### src/rtl/shift_pkg.sv
// -----------------------------------------------------------------------------
// shift_pkg
// Shared encodings for the sequential shift unit:
//   - shift operation codes (op port)
//   - shift-amount source codes (amt_sel port)
//   - control FSM state enum (2-bit encoding)
// -----------------------------------------------------------------------------
package shift_pkg;

  // Shift operations
  localparam logic [1:0] SH_SLL = 2'b00;
  localparam logic [1:0] SH_SRL = 2'b01;
  localparam logic [1:0] SH_SRA = 2'b10;
  localparam logic [1:0] SH_ROR = 2'b11;

  // Shift-amount sources
  localparam logic [1:0] AMT_INSTR = 2'b00;
  localparam logic [1:0] AMT_CONST = 2'b01;
  localparam logic [1:0] AMT_REG_A = 2'b10;
  localparam logic [1:0] AMT_REG_B = 2'b11;

  // Control FSM states
  typedef enum logic [1:0] {
    ST_IDLE  = 2'b00,
    ST_SHIFT = 2'b01,
    ST_DONE  = 2'b10
  } shift_state_t;

endpackage : shift_pkg

### src/rtl/shift_amt_sel.sv
// -----------------------------------------------------------------------------
// shift_amt_sel
// Combinational 4:1 shift-amount selector.
// Ports:
//   i_amt_sel    in  2        source select (AMT_INSTR/AMT_CONST/AMT_REG_A/AMT_REG_B)
//   i_instr      in  DATA_W   instruction word, amount taken from [SHAMT_LSB +: SHAMT_W]
//   i_amt_reg_a  in  DATA_W   register operand A, low SHAMT_W bits used
//   i_amt_reg_b  in  DATA_W   register operand B, low SHAMT_W bits used
//   o_amt        out SHAMT_W  selected shift amount
// -----------------------------------------------------------------------------
module shift_amt_sel
  import shift_pkg::*;
#(
  parameter int DATA_W    = 32,
  parameter int SHAMT_W   = 5,
  parameter int SHAMT_LSB = 6,
  parameter int CONST_AMT = 16
) (
  input  logic [1:0]         i_amt_sel,
  input  logic [DATA_W-1:0]  i_instr,
  input  logic [DATA_W-1:0]  i_amt_reg_a,
  input  logic [DATA_W-1:0]  i_amt_reg_b,
  output logic [SHAMT_W-1:0] o_amt
);

  // Only a slice of each wide input matters; fold the rest away explicitly.
  logic w_unused_bits;
  assign w_unused_bits = ^{i_instr, i_amt_reg_a, i_amt_reg_b};

  always_comb begin
    o_amt = '0;
    case (i_amt_sel)
      AMT_INSTR: o_amt = i_instr[SHAMT_LSB +: SHAMT_W];
      AMT_CONST: o_amt = SHAMT_W'(CONST_AMT);
      AMT_REG_A: o_amt = i_amt_reg_a[SHAMT_W-1:0];
      AMT_REG_B: o_amt = i_amt_reg_b[SHAMT_W-1:0];
      default:   o_amt = '0;
    endcase
  end

endmodule : shift_amt_sel

### src/rtl/shift_unit_seq.sv
// -----------------------------------------------------------------------------
// shift_unit_seq
// Multi-cycle shift unit: selects a shift amount from one of four sources,
// then shifts the captured operand by up to STEP bits per cycle. Handshake is
// start / busy / done; the result is held from DONE until the next accepted
// start.
//
// Configuration macro: SHIFT_UNIT_ROTATE_EN
//   defined   -> op=11 rotates right, multi-cycle like the other shifts
//   undefined -> op=11 is a no-op: result=src_data, straight to DONE
//
// Ports:
//   clk        in  1       rising-edge clock
//   reset      in  1       synchronous, active-low
//   start      in  1       request, sampled only in IDLE/DONE
//   op         in  2       SH_SLL / SH_SRL / SH_SRA / SH_ROR
//   amt_sel    in  2       amount source select
//   src_data   in  DATA_W  value to shift
//   instr      in  DATA_W  instruction word
//   amt_reg_a  in  DATA_W  register operand A
//   amt_reg_b  in  DATA_W  register operand B
//   busy       out 1       high in SHIFT
//   done       out 1       high for the single DONE cycle
//   result     out DATA_W  shifted value register
// -----------------------------------------------------------------------------
module shift_unit_seq
  import shift_pkg::*;
#(
  parameter int DATA_W    = 32,
  parameter int SHAMT_LSB = 6,
  parameter int CONST_AMT = 16,
  parameter int STEP      = 4
) (
  input  logic              clk,
  input  logic              reset,
  input  logic              start,
  input  logic [1:0]        op,
  input  logic [1:0]        amt_sel,
  input  logic [DATA_W-1:0] src_data,
  input  logic [DATA_W-1:0] instr,
  input  logic [DATA_W-1:0] amt_reg_a,
  input  logic [DATA_W-1:0] amt_reg_b,
  output logic              busy,
  output logic              done,
  output logic [DATA_W-1:0] result
);

  localparam int SHAMT_W = $clog2(DATA_W);
  // STEP may equal DATA_W, which needs one bit more than SHAMT_W.
  localparam logic [SHAMT_W:0] STEP_EXT = (SHAMT_W+1)'(STEP);

  shift_state_t       r_state;
  shift_state_t       w_state_next;
  logic [DATA_W-1:0]  r_result;
  logic [1:0]         r_op;
  logic [SHAMT_W-1:0] r_rem;

  logic [SHAMT_W-1:0] w_amt;
  logic [SHAMT_W-1:0] w_k;
  logic [SHAMT_W-1:0] w_rem_after;
  logic [DATA_W-1:0]  w_step_result;
  logic               w_op_noop;
  logic               w_direct_done;
  logic               w_accept;

  // ---------------------------------------------------------------------------
  // Amount selection
  // ---------------------------------------------------------------------------
  shift_amt_sel #(
    .DATA_W    (DATA_W),
    .SHAMT_W   (SHAMT_W),
    .SHAMT_LSB (SHAMT_LSB),
    .CONST_AMT (CONST_AMT)
  ) u_amt_sel (
    .i_amt_sel   (amt_sel),
    .i_instr     (instr),
    .i_amt_reg_a (amt_reg_a),
    .i_amt_reg_b (amt_reg_b),
    .o_amt       (w_amt)
  );

`ifdef SHIFT_UNIT_ROTATE_EN
  assign w_op_noop = 1'b0;
`else
  // Without rotate support op=11 just passes src_data through.
  assign w_op_noop = (op == SH_ROR);
`endif

  assign w_accept      = start && ((r_state == ST_IDLE) || (r_state == ST_DONE));
  assign w_direct_done = (w_amt == '0) || w_op_noop;

  // ---------------------------------------------------------------------------
  // Step shifter: k = min(rem, STEP) bits this cycle
  // ---------------------------------------------------------------------------
  assign w_k         = ({1'b0, r_rem} < STEP_EXT) ? r_rem : STEP_EXT[SHAMT_W-1:0];
  assign w_rem_after = r_rem - w_k;

`ifdef SHIFT_UNIT_ROTATE_EN
  logic [SHAMT_W:0] w_rot_left;
  assign w_rot_left = (SHAMT_W+1)'(DATA_W) - {1'b0, w_k};
`endif

  always_comb begin
    w_step_result = r_result;
    case (r_op)
      SH_SLL: w_step_result = r_result << w_k;
      SH_SRL: w_step_result = r_result >> w_k;
      // Sign fill comes from the current register value, step by step.
      SH_SRA: w_step_result = $signed(r_result) >>> w_k;
`ifdef SHIFT_UNIT_ROTATE_EN
      SH_ROR: w_step_result = (r_result >> w_k) | (r_result << w_rot_left);
`endif
      default: w_step_result = r_result;
    endcase
  end

  // ---------------------------------------------------------------------------
  // FSM: state register
  // ---------------------------------------------------------------------------
  always_ff @(posedge clk) begin
    if (!reset) begin
      r_state <= ST_IDLE;
    end else begin
      r_state <= w_state_next;
    end
  end

  // ---------------------------------------------------------------------------
  // FSM: next-state logic
  // ---------------------------------------------------------------------------
  always_comb begin
    w_state_next = r_state;
    unique case (r_state)
      ST_IDLE, ST_DONE: begin
        if (start) begin
          w_state_next = w_direct_done ? ST_DONE : ST_SHIFT;
        end else begin
          w_state_next = ST_IDLE;
        end
      end
      ST_SHIFT: begin
        if (w_rem_after == '0) begin
          w_state_next = ST_DONE;
        end
      end
      default: w_state_next = ST_IDLE;
    endcase
  end

  // ---------------------------------------------------------------------------
  // FSM: outputs
  // ---------------------------------------------------------------------------
  always_comb begin
    busy = (r_state == ST_SHIFT);
    done = (r_state == ST_DONE);
  end

  // ---------------------------------------------------------------------------
  // Datapath registers
  // ---------------------------------------------------------------------------
  always_ff @(posedge clk) begin
    if (!reset) begin
      r_result <= '0;
      r_op     <= SH_SLL;
      r_rem    <= '0;
    end else if (w_accept) begin
      r_result <= src_data;
      r_op     <= op;
      r_rem    <= w_op_noop ? '0 : w_amt;
    end else if (r_state == ST_SHIFT) begin
      r_result <= w_step_result;
      r_rem    <= w_rem_after;
    end
  end

  assign result = r_result;

endmodule : shift_unit_seq

### config.mk
export PLATFORM = sky130hd
export DESIGN_NAME = shift_unit_seq
export DESIGN_NICKNAME = d
export VERILOG_FILES = /design/src/rtl/shift_pkg.sv /design/src/rtl/shift_amt_sel.sv /design/src/rtl/shift_unit_seq.sv
export SDC_FILE = /design/constraint.sdc
export NUM_CORES = 1
export LEC_CHECK = 0
export BUFFER_PORTS_ARGS = -buffer_cell sky130_fd_sc_hd__buf_2
export CAP_MARGIN = 20
export CORE_ASPECT_RATIO = 1.5
export CORE_MARGIN = 8
export CORE_UTILIZATION = 30
export DETAILED_ROUTE_END_ITERATION = 7
export RECOVER_POWER = 100
export SLEW_MARGIN = 20
export SYNTH_ARGS = -nofsm -noshare
export SYNTH_HDL_FRONTEND = slang
export SYNTH_SLANG_ARGS = --single-unit
### constraint.sdc
create_clock -name clk -period 2.4 [get_ports clk]
set_input_delay 0.12 -clock clk [delete_from_list [all_inputs] [get_ports clk]]
set_output_delay 0.12 -clock clk [all_outputs]
set_load 0.1 [all_outputs]
## Yosys cells after proc, flatten, opt, wreduce, memory -nomap -nowiden

Index checks and enable logic that the tools add are counted.

- Reduce and logical (&&, ||, !) cells: 12
- Magnitude comparators: 1
- Shift-type cells: 3
- $add $sub $neg: 1
- Divide/modulo/power cells: 0
- Multiply operators: 0
- Mux-type cells: 12
- Equal/unequal tests: 9
- Bitwise logic cells: 0

Operator list:

| kind | count |
|---|---|
| $pmux 32 s3 | 1 |
| $mux 32 | 2 |
| $shl 32x5->32 | 1 |
| $shr 32x5->32 | 1 |
| $sshr 32x5->32 | 1 |
| $mux 5 | 4 |
| $pmux 5 s4 | 1 |
| $eq 2x2->1 const B | 5 |
| $logic_not 5->1 | 2 |
| $eq 2x1->1 const B | 3 |
| $logic_not 2->1 | 3 |
| $mux 2 | 3 |
| $lt 5x3->1 const B | 1 |
| $sub 5x5->5 | 1 |
| $pmux 2 s2 | 1 |
| $reduce_bool 4->1 | 1 |
| $logic_or 1x1->1 | 2 |
| $ne 2x1->1 const B | 1 |
| $reduce_and 2->1 | 1 |
| $reduce_bool 2->1 | 1 |
| $reduce_or 2->1 | 1 |
| $logic_and 1x1->1 | 1 |

- Bits in writable memories: 0
- Bits in read-only memories: 0
- Bits in latches: 0
- Register bits after elaboration: 41
- Memories: 0
- Input port bits: 135
- Output and inout port bits: 34

## Depth between registers and ports, before layout

- Depth in word-level cells: 7
- Gate-level depth with buffers: 11
- Mapped depth without buffers: 8

## Modules after synthesis

A second synthesis with hierarchy kept.

- Cells, all modules: 664
- Area, all modules: 4606.9 um2

Modules (own cells, without submodules):

| module | seq. area each (um2) | cells an instance | times used | area each (um2) |
|---|---|---|---|---|
| shift_unit_seq | 820.8 | 647 | 1 | 4484.3 |
| shift_amt_sel | 0.0 | 17 | 1 | 122.6 |

## Worst setup path after synthesis

OpenSTA, ideal clock, no wires.

- Path type: register to register
- Start: register r_rem[2]
- End: register r_state[0]
- Data required time: 2.285 ns
- Clock period less this slack: 2.269 ns
- Path slack: 0.131 ns
- Buffers on the path: 3
- Arrival time: 2.155 ns
- Cell stages (with the launch flop): 12
- Cell sequence: dfxtp_1 -> buf_4 -> or3_1 -> buf_2 -> clkbuf_1 -> nand2_1 -> ha_1 -> o21a_1 -> mux2i_1 -> o21ai_0 -> a31oi_1 -> o21a_1

- Word-level cells in the longest chain between the ends: 5

Ends and longest elaborated chain:

| what | line | text |
|---|---|---|
| from (decl) | shift_unit_seq.sv:56 | `logic [SHAMT_W-1:0] r_rem;` |
| from (signal assigned) | shift_unit_seq.sv:169 | `r_rem <= w_op_noop ? '0 : w_amt;` |
| from (signal assigned) | shift_unit_seq.sv:172 | `r_rem <= w_rem_after;` |
| $lt 5x3->1 | shift_unit_seq.sv:95 | `assign w_k = ({1'b0, r_rem} < STEP_EXT) ? r_rem : STEP_EXT[SHAMT_W-1:0];` |
| $mux 5 | shift_unit_seq.sv:95 |  |
| $sub 5x5->5 (*) | shift_unit_seq.sv:96 | `assign w_rem_after = r_rem - w_k;` |
| $logic_not 5->1 (*) | shift_unit_seq.sv:142 | `if (w_rem_after == '0) begin` |
| $ne 2x1->1 (no line) (*) | - |  |
| to (signal assigned) | shift_unit_seq.sv:124 | `r_state <= w_state_next;` |
| to (decl) | shift_unit_seq.sv:52 | `shift_state_t r_state;` |

Every way passes the cells marked *; elsewhere a longest branch is shown, timed or not.
A chain may end at the register's enable or synchronous reset.

## Worst setup path in the final report

- Start: register r_rem[2]
- End: register r_result[7] (netlist: result[7])

- Word-level cells in the longest chain between the ends: 6

Ends and longest elaborated chain:

| what | line | text |
|---|---|---|
| $lt 5x3->1 | shift_unit_seq.sv:95 |  |
| $mux 5 (*) | shift_unit_seq.sv:95 |  |
| $sshr 32x5->32, or another cell as far along | shift_unit_seq.sv:109 | `SH_SRA: w_step_result = $signed(r_result) >>> w_k;` |
| $pmux 32 s3 (*) | shift_unit_seq.sv:105 | `case (r_op)` |
| $mux 32 (*) | shift_unit_seq.sv:170 | `end else if (r_state == ST_SHIFT) begin` |
| $mux 32 (*) | shift_unit_seq.sv:166 | `end else if (w_accept) begin` |
| to (signal assigned) | shift_unit_seq.sv:167 | `r_result <= src_data;` |
| to (signal assigned) | shift_unit_seq.sv:171 | `r_result <= w_step_result;` |
| to (decl) | shift_unit_seq.sv:54 | `logic [DATA_W-1:0] r_result;` |

Every way passes the cells marked *; elsewhere a longest branch is shown, timed or not. The select of a mux whose other input is x is not followed.

==> run metrics <==
crit path from=r_rem[2]; CTS Hold Buffers Added=0; final hold slack=between 40 and 50 ps; initial DRC count=487; Fmax=443 MHz; yosys synthesis warning count=0; data required time at the worst endpoint=2600 ps; WL per Instance=about 21 um; top cells by area, synth=dfxtp_1 18%, mux2i_1 11%, nand2_1 9.1%; most numerous cell in the Yosys netlist=nand2_1; vias in the first global route=5272; Distinct cells, synth=70; Core Rows=55; Min-Delay Startpoint=src_data[13]; setup tns final=0 ps; Boundary Pins=between 150 and 200; GPL Wtd Cong=between 0.9 and 1; Vias/cell=slightly above 6; final-report hold violation count=0; remaining routing DRC violations=0; cells along the critical path=clkbuf_4 > nor4b_4 > clkbuf_2 > mux4_2 > nand2_1 > o2111ai_1 > o21a_1; FF-to-FF path depth=7; Die H=approximately 170 um; Hold Crit Class=in -> reg; largest net degree at the start of global routing=42; worst setup margin=around 140 ps; kind of critical path=reg -> reg; Syn Nets=around 750; Setup Viol. Count Final=0; die width=~120 um; Post-synth ARST share=0%; Vias=5389; outcome=completed; CTS clk-pin slew, worst paths=about 70 ps; Post CTS Setup Buffer Count=0; area share of fa/ha/maj cells after synthesis=roughly 1.1%; CP max-delay cell=mux4_2; Post-synth top flop=dfxtp_1; slowest stage delay, CP=about 540 ps; register bit count reported by yosys=41; synthesized area per cell=7.51 um^2; Port-buffer cells=between 80 and 90; Max IR drop VDD=~0.00033 V; main combinational cell family by area after synthesis=compound AO/OA/AOI/OAI gates; Area Growth Syn to Fin=20.9%; Nets=822; Syn Inst Count=between 600 and 700; CP Launch Type=flop; clk sink count=41; register area share after synthesis=roughly 18%; Core ar.=about 0.015 mm^2; PwrDens=621 mW/mm^2; reg2reg setup slack=~140 ps; share of cells above drive strength 1=around 22%; CTS H-tree depth=2; ANT cells=0; Post-DRT Antenna Nets=0; CTS Buf Count=5; Total Routed Length=about 19000 um; root buffer cell=clkbuf_16; Final Cell Area=0.00553 mm^2; worst flop-to-flop path startpoint=r_rem[2]; die area=approximately 0.020 mm^2; DP HPWL=around 14000 um; pre-CTS setup slack=90.2 ps; Area after DPL=0.00542 mm^2; hold-critical path depth=3; post-synth top area cell=dfxtp_1; Post-Synth XOR/XNOR Area=0%; first-pass GRT wire length=~30000 um; CTS tree=built; RSZ-0062 raised after global routing=false; Congestion Overflow GR=0; number of max-cap violations=0; worst reg2reg path endpoint=result[7]; measured slew at the worst slew-check pin=about 1200 ps; initial antenna violation count=0; Initial Util=between 30 and 40%; period utilization=94.1%; CTS Buffer Depth=2; Worst Path Buf+Inv=2; min Tclk post-route=~2300 ps; worst skew pair latency=approximately 300 ps; Leakage=2.03 nW; complex-gate fraction of the synthesized area=between 20 and 30%; crit path max fanout=14; Hold EP=result[13]; Crit path arrival time=roughly 2500 ps; Slew Limit Headroom=19.9%; top cell type's share of synthesized area=between 10% and 20%; Synth top cells by count=111 x nand2_1, 49 x mux2i_1, 41 x dfxtp_1; Netlist Area Pre-Place=between 0.004 and 0.005 mm^2; GRT Util Overall=between 10% and 20%; clock skew=approximately 4.2 ps; Top delay family on crit path=buffers and inverters; post-synthesis simple-gate area fraction=a little over a fifth; drt pass-1 iters=5; Crit. End Element=flop; Fill cells=~1700; number of flops mapped to enable cells by yosys=0; mux cell area share after synthesis=a little over a fifth; max-slew violations=0
layer usage:
layer  global-route usage (%)  vias up  wire (um)
li1                         -     2449          -
met1                     21.8     2558       7060
met2                     31.6      304       9360
met3                     3.71       78       1460
met4                     12.1        0        937
met5                        0        -          0
flip-flops by register name, indices dropped and copies added (netlist names):
register  count
result       32
r_op          2
r_state       2
r_rem         5
final cells by class:
cell class | count | area [um^2] | share of cell area, %
tap | 199 | 249 | 4.50
timing repair buffer | 145 | 883 | 16.0
clock buffer | 5 | 125 | 2.26
inverter | 8 | 30.0 | 0.543
multi-input combinational | 482 | 3390 | 61.2
clock inverter | 2 | 35.0 | 0.634
sequential | 41 | 821 | 14.8
where the power goes:
part	switching (W)	internal [W]	total, W	leakage [nW]
clock	0.000325	0.000485	0.000810	0.0797
sequential	0.000192	0.000749	0.000941	0.336
combinational	0.00114	0.000543	0.00168	1.61
total	0.00166	0.00178	0.00343	2.03
how the worst max path moves through the flow:
stage	to	cells past startpoint
global route	result[8]	8
detailed placement	result[1]	8
floorplan	r_state[0]	11
CTS	result[1]	8
finish	result[7]	7
global placement	result[1]	8
worst register-to-register path, delay by kind of cell, from the launching register on:
kind / cells / cell delay, ps
flip-flops: 1 / 300
AND/OR/NAND/NOR: 2 / 450
buffers and inverters: 2 / 560
AO/OA/AOI/OAI: 2 / 300
multiplexers: 1 / 540
timing repair:
action | 4_1_cts | 5_1_grt
endpoints found under the setup margin | 0 | 4
endpoints found under the hold margin | 0 | 0
resized for setup | 0 | 4
stage by stage:
stage	std cells	util, %	total power [W]
6_report	882	36.9	0.00343
2_1_floorplan	609	-	0.00211
4_1_cts	882	37.2	0.00344
5_1_grt	882	36.9	0.00357
3_5_place_dp	875	36.1	0.00264
3_3_place_gp	875	36.1	0.00263
cell families after synthesis:
| group | Yosys count |
|---|---|
| compound gates | 187 |
| fa+ha+maj | 4 |
| buf+inv | 86 |
| flops | 41 |
| mux | 72 |
| other cells | 1 |
| simple gates | 218 |
layout by cell type (no fill, tap or decap), drive strengths merged, types with 7 or more instances in the layout:
| master | instances |
|---|---|
| nand2 | 111 |
| a211oi | 14 |
| a31oi | 9 |
| and3 | 7 |
| mux4 | 18 |
| o22ai | 8 |
| nand3 | 19 |
| o31ai | 9 |
| a221o | 10 |
| a221oi | 14 |
| a22oi | 8 |
| a21oi | 35 |
| o21ai | 31 |
| buf | 104 |
| dfxtp | 41 |
| clkbuf | 46 |
| mux2i | 49 |
| nor2 | 36 |
| nor3 | 18 |
(Power assumes the default switching activity.)
